--- config.mk ---
export PLATFORM = sky130hd
export DESIGN_NAME = msk_and_hpc3_pipe_flat
export DESIGN_NICKNAME = d
export VERILOG_FILES = /design/src/rtl/msk_and_hpc3_pipe_pkg.sv /design/src/rtl/msk_and_hpc3_pipe_if.sv /design/src/rtl/msk_and_hpc3_pipe_lane.sv /design/src/rtl/msk_and_hpc3_pipe.sv /design/src/flat_wrapper.sv
export SDC_FILE = /design/constraint.sdc
export NUM_CORES = 1
export LEC_CHECK = 0
export CORE_MARGIN = 2
export CORE_UTILIZATION = 45
export CTS_CLUSTER_DIAMETER = 200
export DETAILED_ROUTE_END_ITERATION = 10
export DONT_BUFFER_PORTS = 1
export PLACE_DENSITY = 0.59
export SLEW_MARGIN = 20
export SYNTH_ARGS = -nofsm -noshare
export SYNTH_HDL_FRONTEND = slang
export SYNTH_HIERARCHICAL = 1
export SYNTH_SLANG_ARGS = --single-unit
--- constraint.sdc ---
create_clock -name clk -period 2 [get_ports clk]
set_clock_uncertainty 0.2 [all_clocks]
set_input_delay 0.4 -clock clk [delete_from_list [all_inputs] [get_ports clk]]
set_output_delay 0.4 -clock clk [all_outputs]
set_load 0.005 [all_outputs]
--- src/rtl/msk_and_hpc3_pipe_pkg.sv ---
// ---------------------------------------------------------------------------
// msk_and_hpc3_pipe_pkg
// Purpose : shared sizing and index helpers for the HPC3 masked AND gadget.
//           hpc3rnd(d)   - fresh random bits needed per lane (d*(d-1))
//           npairs(d)    - unordered share pairs (i<j) per lane
//           pair_idx()   - maps an ordered share pair (i,j) onto its
//                          unordered pair slot, so r_ij and r_ji share a bit.
// Ports   : none (package)
// ---------------------------------------------------------------------------
package msk_and_hpc3_pipe_pkg;

    function automatic int hpc3rnd(input int d);
        return d * (d - 1);
    endfunction

    function automatic int npairs(input int d);
        return (d * (d - 1)) / 2;
    endfunction

    // Row-major enumeration of the strict upper triangle of a d x d matrix.
    function automatic int pair_idx(input int i, input int j, input int d);
        int lo;
        int hi;
        lo = (i < j) ? i : j;
        hi = (i < j) ? j : i;
        return lo * d - (lo * (lo + 1)) / 2 + (hi - lo - 1);
    endfunction

endpackage

--- src/rtl/msk_and_hpc3_pipe_if.sv ---
// ---------------------------------------------------------------------------
// msk_and_hpc3_pipe_if
// Purpose : bundles the data, randomness and result handshakes of the
//           masked AND gadget.
// Signals : in_valid/in_ready + ina/inb  (share-major, bit b of share s at
//           [s*W+b]); rnd_valid/rnd_ready + rnd (lane b at
//           [b*hpc3rnd +: hpc3rnd]); out_valid/out_ready + out.
// Modports: master = producer/consumer side, slave = gadget side.
// ---------------------------------------------------------------------------
interface msk_and_hpc3_pipe_if
    import msk_and_hpc3_pipe_pkg::*;
#(
    parameter int D = 2,
    parameter int W = 8
);
    localparam int RND_W = W * hpc3rnd(D);

    logic             in_valid;
    logic             in_ready;
    logic [D*W-1:0]   ina;
    logic [D*W-1:0]   inb;
    logic             rnd_valid;
    logic             rnd_ready;
    logic [RND_W-1:0] rnd;
    logic             out_valid;
    logic             out_ready;
    logic [D*W-1:0]   out;

    modport master (
        output in_valid, ina, inb, rnd_valid, rnd, out_ready,
        input  in_ready, rnd_ready, out_valid, out
    );

    modport slave (
        input  in_valid, ina, inb, rnd_valid, rnd, out_ready,
        output in_ready, rnd_ready, out_valid, out
    );
endinterface

--- src/rtl/msk_and_hpc3_pipe_lane.sv ---
// ---------------------------------------------------------------------------
// msk_and_hpc3_lane
// Purpose : one bit-lane of the HPC3 masked AND. On en_i it latches, for each
//           ordered share pair i!=j, u=(~a_i&r0_ij)^r1_ij and v=b_j^r0_ij,
//           plus a_i and (optionally) a_i&b_i. The output is a pure AND/XOR
//           function of those registers.
// Ports   : clk, rst_n (sync, active low), en_i (load strobe),
//           a_i/b_i (one bit per share), r_i (hpc3rnd(D) fresh bits,
//           low half r0, high half r1), out_o (one bit per share).
// ---------------------------------------------------------------------------
module msk_and_hpc3_lane
    import msk_and_hpc3_pipe_pkg::*;
#(
    parameter int D          = 2,
    parameter int HAVE_INNER = 1
) (
    input  logic                  clk,
    input  logic                  rst_n,
    input  logic                  en_i,
    input  logic [D-1:0]          a_i,
    input  logic [D-1:0]          b_i,
    input  logic [hpc3rnd(D)-1:0] r_i,
    output logic [D-1:0]          out_o
);
    localparam int NP = npairs(D);

    // Diagonal entries stay zero, so the XOR tree may fold them in harmlessly.
    logic [D-1:0][D-1:0] u_q, u_d;
    logic [D-1:0][D-1:0] v_q, v_d;
    logic [D-1:0]        a_q;
    logic [D-1:0]        aibi_q, aibi_d;

    always_comb begin
        u_d = '0;
        v_d = '0;
        for (int i = 0; i < D; i++) begin
            for (int j = 0; j < D; j++) begin
                if (i != j) begin
                    // r0/r1 indexed by the unordered pair: r_ij == r_ji.
                    u_d[i][j] = (~a_i[i] & r_i[pair_idx(i, j, D)]) ^ r_i[NP + pair_idx(i, j, D)];
                    v_d[i][j] = b_i[j] ^ r_i[pair_idx(i, j, D)];
                end
            end
        end
        aibi_d = (HAVE_INNER != 0) ? (a_i & b_i) : '0;
    end

    always_ff @(posedge clk) begin
        if (!rst_n) begin
            u_q    <= '0;
            v_q    <= '0;
            a_q    <= '0;
            aibi_q <= '0;
        end else if (en_i) begin
            u_q    <= u_d;
            v_q    <= v_d;
            a_q    <= a_i;
            aibi_q <= aibi_d;
        end
    end

    for (genvar gi = 0; gi < D; gi++) begin : g_out
        assign out_o[gi] = (^(u_q[gi] ^ ({D{a_q[gi]}} & v_q[gi]))) ^ aibi_q[gi];
    end
endmodule

--- src/rtl/msk_and_hpc3_pipe.sv ---
// ---------------------------------------------------------------------------
// msk_and_hpc3_pipe
// Purpose : W-lane HPC3 masked AND gadget with one output register stage.
//           A beat fires when data and randomness are both valid and the
//           output stage is free or being drained this cycle. Under
//           backpressure every register holds, so out stays bit-exact.
// Ports   : clk, rst_n (sync, active low), bus (msk_and_hpc3_pipe_if.slave:
//           in/rnd/out valid-ready handshakes, share-major ina/inb/out,
//           per-lane rnd slices).
// ---------------------------------------------------------------------------
module msk_and_hpc3_pipe
    import msk_and_hpc3_pipe_pkg::*;
#(
    parameter int D          = 2,
    parameter int W          = 8,
    parameter int HAVE_INNER = 1
) (
    input  logic                 clk,
    input  logic                 rst_n,
    msk_and_hpc3_pipe_if.slave   bus
);
    localparam int RL = hpc3rnd(D);

    logic           out_valid_q, out_valid_d;
    logic           in_ready;
    logic           fire;
    logic [D*W-1:0] out_flat;

    assign in_ready = ~out_valid_q | bus.out_ready;
    assign fire     = bus.in_valid & bus.rnd_valid & in_ready;

    assign bus.in_ready  = in_ready;
    // Randomness is only taken alongside a beat we are able to accept.
    assign bus.rnd_ready = bus.in_valid & in_ready;
    assign bus.out_valid = out_valid_q;
    assign bus.out       = out_flat;

    always_comb begin
        out_valid_d = out_valid_q;
        if (fire) begin
            out_valid_d = 1'b1;
        end else if (bus.out_ready) begin
            out_valid_d = 1'b0;
        end
    end

    always_ff @(posedge clk) begin
        if (!rst_n) begin
            out_valid_q <= 1'b0;
        end else begin
            out_valid_q <= out_valid_d;
        end
    end

    // Regroup share-major buses into per-lane share vectors and back.
    for (genvar gi = 0; gi < W; gi++) begin : g_lane
        logic [D-1:0] a_lane;
        logic [D-1:0] b_lane;
        logic [D-1:0] o_lane;

        for (genvar si = 0; si < D; si++) begin : g_share
            assign a_lane[si]         = bus.ina[si*W + gi];
            assign b_lane[si]         = bus.inb[si*W + gi];
            assign out_flat[si*W + gi] = o_lane[si];
        end

        msk_and_hpc3_lane #(
            .D          (D),
            .HAVE_INNER (HAVE_INNER)
        ) u_lane (
            .clk   (clk),
            .rst_n (rst_n),
            .en_i  (fire),
            .a_i   (a_lane),
            .b_i   (b_lane),
            .r_i   (bus.rnd[gi*RL +: RL]),
            .out_o (o_lane)
        );
    end
endmodule

--- src/flat_wrapper.sv ---
// flat-port wrapper written by rule: the top's interface ports become plain ports
module msk_and_hpc3_pipe_flat import msk_and_hpc3_pipe_pkg::*;
#(
    parameter int D          = 2,
    parameter int W          = 8,
    parameter int HAVE_INNER = 1
)
  (clk, rst_n, bus_in_valid, bus_ina, bus_inb, bus_rnd_valid, bus_rnd, bus_out_ready, bus_in_ready, bus_rnd_ready, bus_out_valid, bus_out);
  msk_and_hpc3_pipe_if #(.D(D), .W(W)) bus_i ();
  input  logic clk;
  input  logic rst_n;
  input wire logic [$bits(bus_i.in_valid)-1:0] bus_in_valid;
  input wire logic [$bits(bus_i.ina)-1:0] bus_ina;
  input wire logic [$bits(bus_i.inb)-1:0] bus_inb;
  input wire logic [$bits(bus_i.rnd_valid)-1:0] bus_rnd_valid;
  input wire logic [$bits(bus_i.rnd)-1:0] bus_rnd;
  input wire logic [$bits(bus_i.out_ready)-1:0] bus_out_ready;
  output wire logic [$bits(bus_i.in_ready)-1:0] bus_in_ready;
  output wire logic [$bits(bus_i.rnd_ready)-1:0] bus_rnd_ready;
  output wire logic [$bits(bus_i.out_valid)-1:0] bus_out_valid;
  output wire logic [$bits(bus_i.out)-1:0] bus_out;
  assign bus_i.in_valid = bus_in_valid;
  assign bus_i.ina = bus_ina;
  assign bus_i.inb = bus_inb;
  assign bus_i.rnd_valid = bus_rnd_valid;
  assign bus_i.rnd = bus_rnd;
  assign bus_i.out_ready = bus_out_ready;
  assign bus_in_ready = bus_i.in_ready;
  assign bus_rnd_ready = bus_i.rnd_ready;
  assign bus_out_valid = bus_i.out_valid;
  assign bus_out = bus_i.out;
  msk_and_hpc3_pipe #(.D(D), .W(W), .HAVE_INNER(HAVE_INNER)) u_core (.clk(clk), .rst_n(rst_n), .bus(bus_i));
endmodule
Word-level counts from Yosys, hierarchy flattened --
Cells that the tools add are included.
Storage, ports and cells: flip-flop bits (word level) 65, output and inout port bits 19, input bits 53, word-level logic and storage cells 193
Operators by class: reductions and logical operators 17, mux-type cells 2, bitwise operators 125
Operator list (number):
- $xor A1 B1 Y1 | 48
- $and A2 B2 Y2 | 16
- $reduce_xor A2 Y1 | 16
- $and A1 B1 Y1 | 19
- $not A1 Y1 | 17
- $and A2 B1 Y2 | 8
- $xor A1 B2 Y2 | 8
- $xor A2 B2 Y2 | 8
- $mux W1 | 2
- $reduce_bool A2 Y1 | 1
- $or A1 B1 Y1 | 1

Longest topological paths before layout --
depth in word-level cells 4, mapped depth 5, gate-level depth less buffers 4

Hierarchy --
The synthesis kept the hierarchy.
By module, submodules not included:
- msk_and_hpc3_lane | area each 405.4 µm², sequential area each 160.2 µm², times used 8, cells each 40
- msk_and_hpc3_pipe | area each 71.3 µm², sequential area each 20.0 µm², times used 1, cells each 6

Worst setup path after synthesis --
No wires, ideal clock.
path type input to register, start point in bus_out_ready, end point reg u_core.g_lane[0].u_lane.aibi_q[1], buffers on the path 1, data required time 1.682 ns, data arrival time 1.667 ns, stages 5, path slack 0.015 ns, library setup time 0.118 ns, cells stage by stage nand2b_4 -> nor2b_4 -> buf_6 -> nand2b_1 -> a21boi_2
Between the ends: word-level cells in the longest chain between the ends 2
Ends and longest elaborated chain:
- start: declaration | RTL line flat_wrapper.sv:17 | input wire logic [$bits(bus_i.out_ready)-1:0] bus_out_ready;
- $or A1 B1 Y1 | RTL line msk_and_hpc3_pipe.sv:29 | assign in_ready = ~out_valid_q | bus.out_ready;
- $and A1 B1 Y1 | RTL line msk_and_hpc3_pipe.sv:30 | assign fire = bus.in_valid & bus.rnd_valid & in_ready;
- net u_core.fire | RTL line msk_and_hpc3_pipe.sv:26 | logic fire;
- end signal: assignment | RTL line msk_and_hpc3_pipe_lane.sv:58 | aibi_q <= aibi_d;
- end: declaration | RTL line msk_and_hpc3_pipe_lane.sv:31 | logic [D-1:0] aibi_q, aibi_d;
The timed path passes the listed nets, and every way through them passes these cells. A chain may end at the register's enable or synchronous reset.

Final worst setup path --
start point reg u_core/g_lane[2].u_lane/u_q[2] in the netlist's numbering, end point out bus_out[10]
Between the ends: word-level cells in the longest chain between the ends 3
Ends and longest elaborated chain:
- start: declaration | RTL line msk_and_hpc3_pipe_lane.sv:28 | logic [D-1:0][D-1:0] u_q, u_d;
- start signal: assignment | RTL line msk_and_hpc3_pipe_lane.sv:55 | u_q <= u_d;
- $xor A1 B2 Y2 | RTL line msk_and_hpc3_pipe_lane.sv:63 | assign out_o[gi] = (^(u_q[gi] ^ ({D{a_q[gi]}} & v_q[gi]))) ^ aibi_q[gi];
- $reduce_xor A2 Y1 | RTL line msk_and_hpc3_pipe_lane.sv:63
- $xor A1 B1 Y1 | RTL line msk_and_hpc3_pipe_lane.sv:63
- end: declaration | RTL line flat_wrapper.sv:21 | output wire logic [$bits(bus_i.out)-1:0] bus_out;
No other way between the ends.

==> run metrics <==
DP HPWL=3.90 mm; Worst Path Max Fanout=2; Fill cells=~690; H-tree levels=3; Crit. End Element=output port; Num CTS Buffers=9; # diodes=0; startpoint types=register; DRT Wirelength=about 6.2 mm; Placed Cells=about 420; first-pass GRT wire length=about 11 mm; # IOs=around 70; RePlAce Congestion=a little under 0.7; grt ovf=0; largest net degree at the start of global routing=roughly 60; Skew-Pair Late Insertion Delay=roughly 0.33 ns; Pins Over Slew Limit=0; synth unique cells=20; NumNets Final=390; initial antenna violation count=0; syn_nets=about 380; Die X=89.8 um; wire length per cell=between 10 and 15 um; Seq cells post-synth=between 60 and 70; sequential share of the synthesized area=slightly below 40%; Post-DRT Antenna Nets=0; VDD IR max=approximately 0.00044 V; final worst-path cycle share=a little under nine tenths; top cell type's share of synthesized area=roughly two fifths; Die Height=89.8 um; final hold slack=around 0.013 ns; share of layout cells above drive strength 1=a little under a fifth; Hold Vio Cnt, Final=0; Slew HR=74.1%; Layout area overhead=10.3%; Tightest Pin Transition=between 0.3 and 0.4 ns; Power Dens Cells=roughly 780 mW/mm^2; DRT iter0 DRCs=a little under 100; Worst Hold End=u_core/g_lane[5].u_lane/a_q[0]; Sink Count=65; fin crit period=between 1.5 and 2 ns; Post-DP Area=about 0.0034 sq mm; Total Neg Setup Slack=0 ns; Synth area leaders=dfxtp_1, xnor2_1, a211oi_2; Rows=31; dominant cell type by area after synthesis=dfxtp_1; crit path DAT=between 1 and 1.5 ns; status=finished clean; 1st-pass router iterations=4; Core Area=approximately 0.007 sq mm; Port Buf Inserts=0; hold_sp=rst_n; cells on worst reg2reg path=5; kind of critical path=reg -> out; setup bufs post-CTS=0; Final Cell Area=0.00365 sq mm; CTS tree=done; clk root buf=clkbuf_8; leakage power=between 1 and 1.5 nW; WP data required=about 1.4 ns; Max Clk Rate=approximately 0.59 GHz; Non-Filler Instances=approximately 440; GRT Total Usage=between 10% and 20%; cells after synthesis=between 300 and 400; Vias/cell=just over 5; worst reg-to-reg setup slack=between 0.4 and 0.5 ns; syn_area_per_cell=~10 sq um; FF-to-FF End=u_core/g_lane[6].u_lane/u_q[2]; MaxCap Viol Count=0; synthesized area=between 0.003 and 0.004 sq mm; maximum root-to-sink buffer count=2; Starting Density=a little under half; Final setup viols=0; Die ar.=~0.008 sq mm; min-delay worst type=in -> reg; RSZ-0062 raised after global routing=false; Via Count=approximately 2.3k; Ys Warns=6; WHS Path Cells=1; Residual DRC=0; reg-to-reg critical path startpoint=u_core/bus.out_valid; Clock Pin Slew Worst Setup and Hold Paths=around 0.070 ns; vias in the first global route=2247
[where the power goes]
part / total [mW] / internal [mW] / switching, mW / leakage, nW
registers: 1.41 / 1.37 / 0.0439 / 0.533
logic: 0.338 / 0.181 / 0.156 / 0.721
clock network: 1.10 / 0.606 / 0.495 / 0.0953
[synthesized netlist by cell type]
| master | instances |
|---|---|
| nor2b_4 | 1 |
| buf_6 | 8 |
| nor2b_1 | 16 |
| xnor2_1 | 32 |
| and2b_2 | 8 |
| o21ai_2 | 8 |
| a21boi_2 | 9 |
| o21ai_1 | 24 |
| xor2_1 | 16 |
| mux2i_1 | 16 |
| dfxtp_1 | 65 |
| nand2b_4 | 1 |
| a21oi_1 | 16 |
| nand2_1 | 17 |
| and2_4 | 1 |
| nand2b_1 | 32 |
| nand3_1 | 16 |
| and4b_1 | 16 |
| a21boi_1 | 8 |
| a211oi_2 | 16 |
[sequential cells by signal, indices dropped and copies added, names as in the netlist]
signal	cells
u_core/g_lane.u_lane/a_q	16
u_core/g_lane.u_lane/aibi_q	16
u_core/g_lane.u_lane/v_q	16
u_core/g_lane.u_lane/u_q	16
u_core/bus.out_valid	1
[cell usage in the layout (no fill, tap or decap)]
master / count
nand2b_4: 1
and2b_2: 8
clkinvlp_4: 2
o21ai_2: 8
o21ai_1: 24
a21oi_1: 16
clkbuf_1: 1
nor2b_1: 16
a211oi_2: 16
clkinv_2: 2
clkbuf_8: 10
nor2b_4: 1
xnor2_1: 32
nand2_1: 17
bufinv_16: 1
nand3_1: 16
dfxtp_1: 65
mux2i_1: 16
xor2_1: 16
and2_4: 1
nand2b_1: 32
and4b_1: 16
buf_12: 3
a21boi_2: 9
dlygate4sd3_1: 5
a21boi_1: 8
[logic make-up (layout without fill, tap and decap cells)]
group / Yosys count / count (layout) / share of synthesized area [%]
buffers and inverters: 8 / 24 / 2.72
AOI/OAI and AO/OA: 81 / 81 / 19.1
DFF: 65 / 65 / 39.3
xor gates and xnor gates: 48 / 48 / 12.7
and+or+nand+nor: 108 / 108 / 21.4
muxes: 16 / 16 / 4.83
[metrics by stage]
stage / power (mW) / utilization, % / worst slack [ns]
floorplan: 1.72 / - / 0.0149
global placement: 1.75 / 47.2 / 0.380
detailed placement: 1.75 / 47.2 / 0.359
CTS: 2.89 / 50.8 / 0.277
global route: 2.99 / 50.9 / 0.200
finish: 2.85 / 50.9 / 0.299
[worst max path at each step]
stage                                              to  cells past startpoint  slack [ns]                            from
CTS                                       bus_out[10]                      2        0.28  u_core/g_lane[2].u_lane/u_q[2]
finish                                    bus_out[10]                      2        0.30  u_core/g_lane[2].u_lane/u_q[2]
global placement       u_core/g_lane[3].u_lane/u_q[1]                      5        0.38                   bus_out_ready
detailed placement     u_core/g_lane[5].u_lane/u_q[2]                      5        0.36                   bus_out_ready
floorplan           u_core/g_lane[0].u_lane/aibi_q[1]                      5        0.01                   bus_out_ready
global route                              bus_out[10]                      2        0.20  u_core/g_lane[2].u_lane/u_q[2]
[critical path, stage by stage, from the launching register on]
cell and delay (ns):
dfxtp_1 0.33, xor2_1 0.17, xnor2_1 0.27
[layout make-up]
class	count	area, sq um	area share, %
clock buffers	11	141	3.87
repair buffers	8	110	3.01
flip-flops and latches	65	1300	35.6
multi-input cells	253	1920	52.6
clock inverters	5	55.1	1.51
well taps	99	124	3.39
[routing by layer]
metal,up-vias,track usage (%),part of all wire [%]
met5,-,0,0
met4,0,5.38,1.1
met3,6,6.96,7.7
met2,47,25.1,44
met1,1034,20.1,47
li1,1174,-,-
[what timing repair did]
action / CTS / global route
hold buffers: 5 / 1
hold endpoints to repair: 34 / 1
gates resized for setup: 0 / 0
Note: power is estimated with default switching activity, not from simulation.
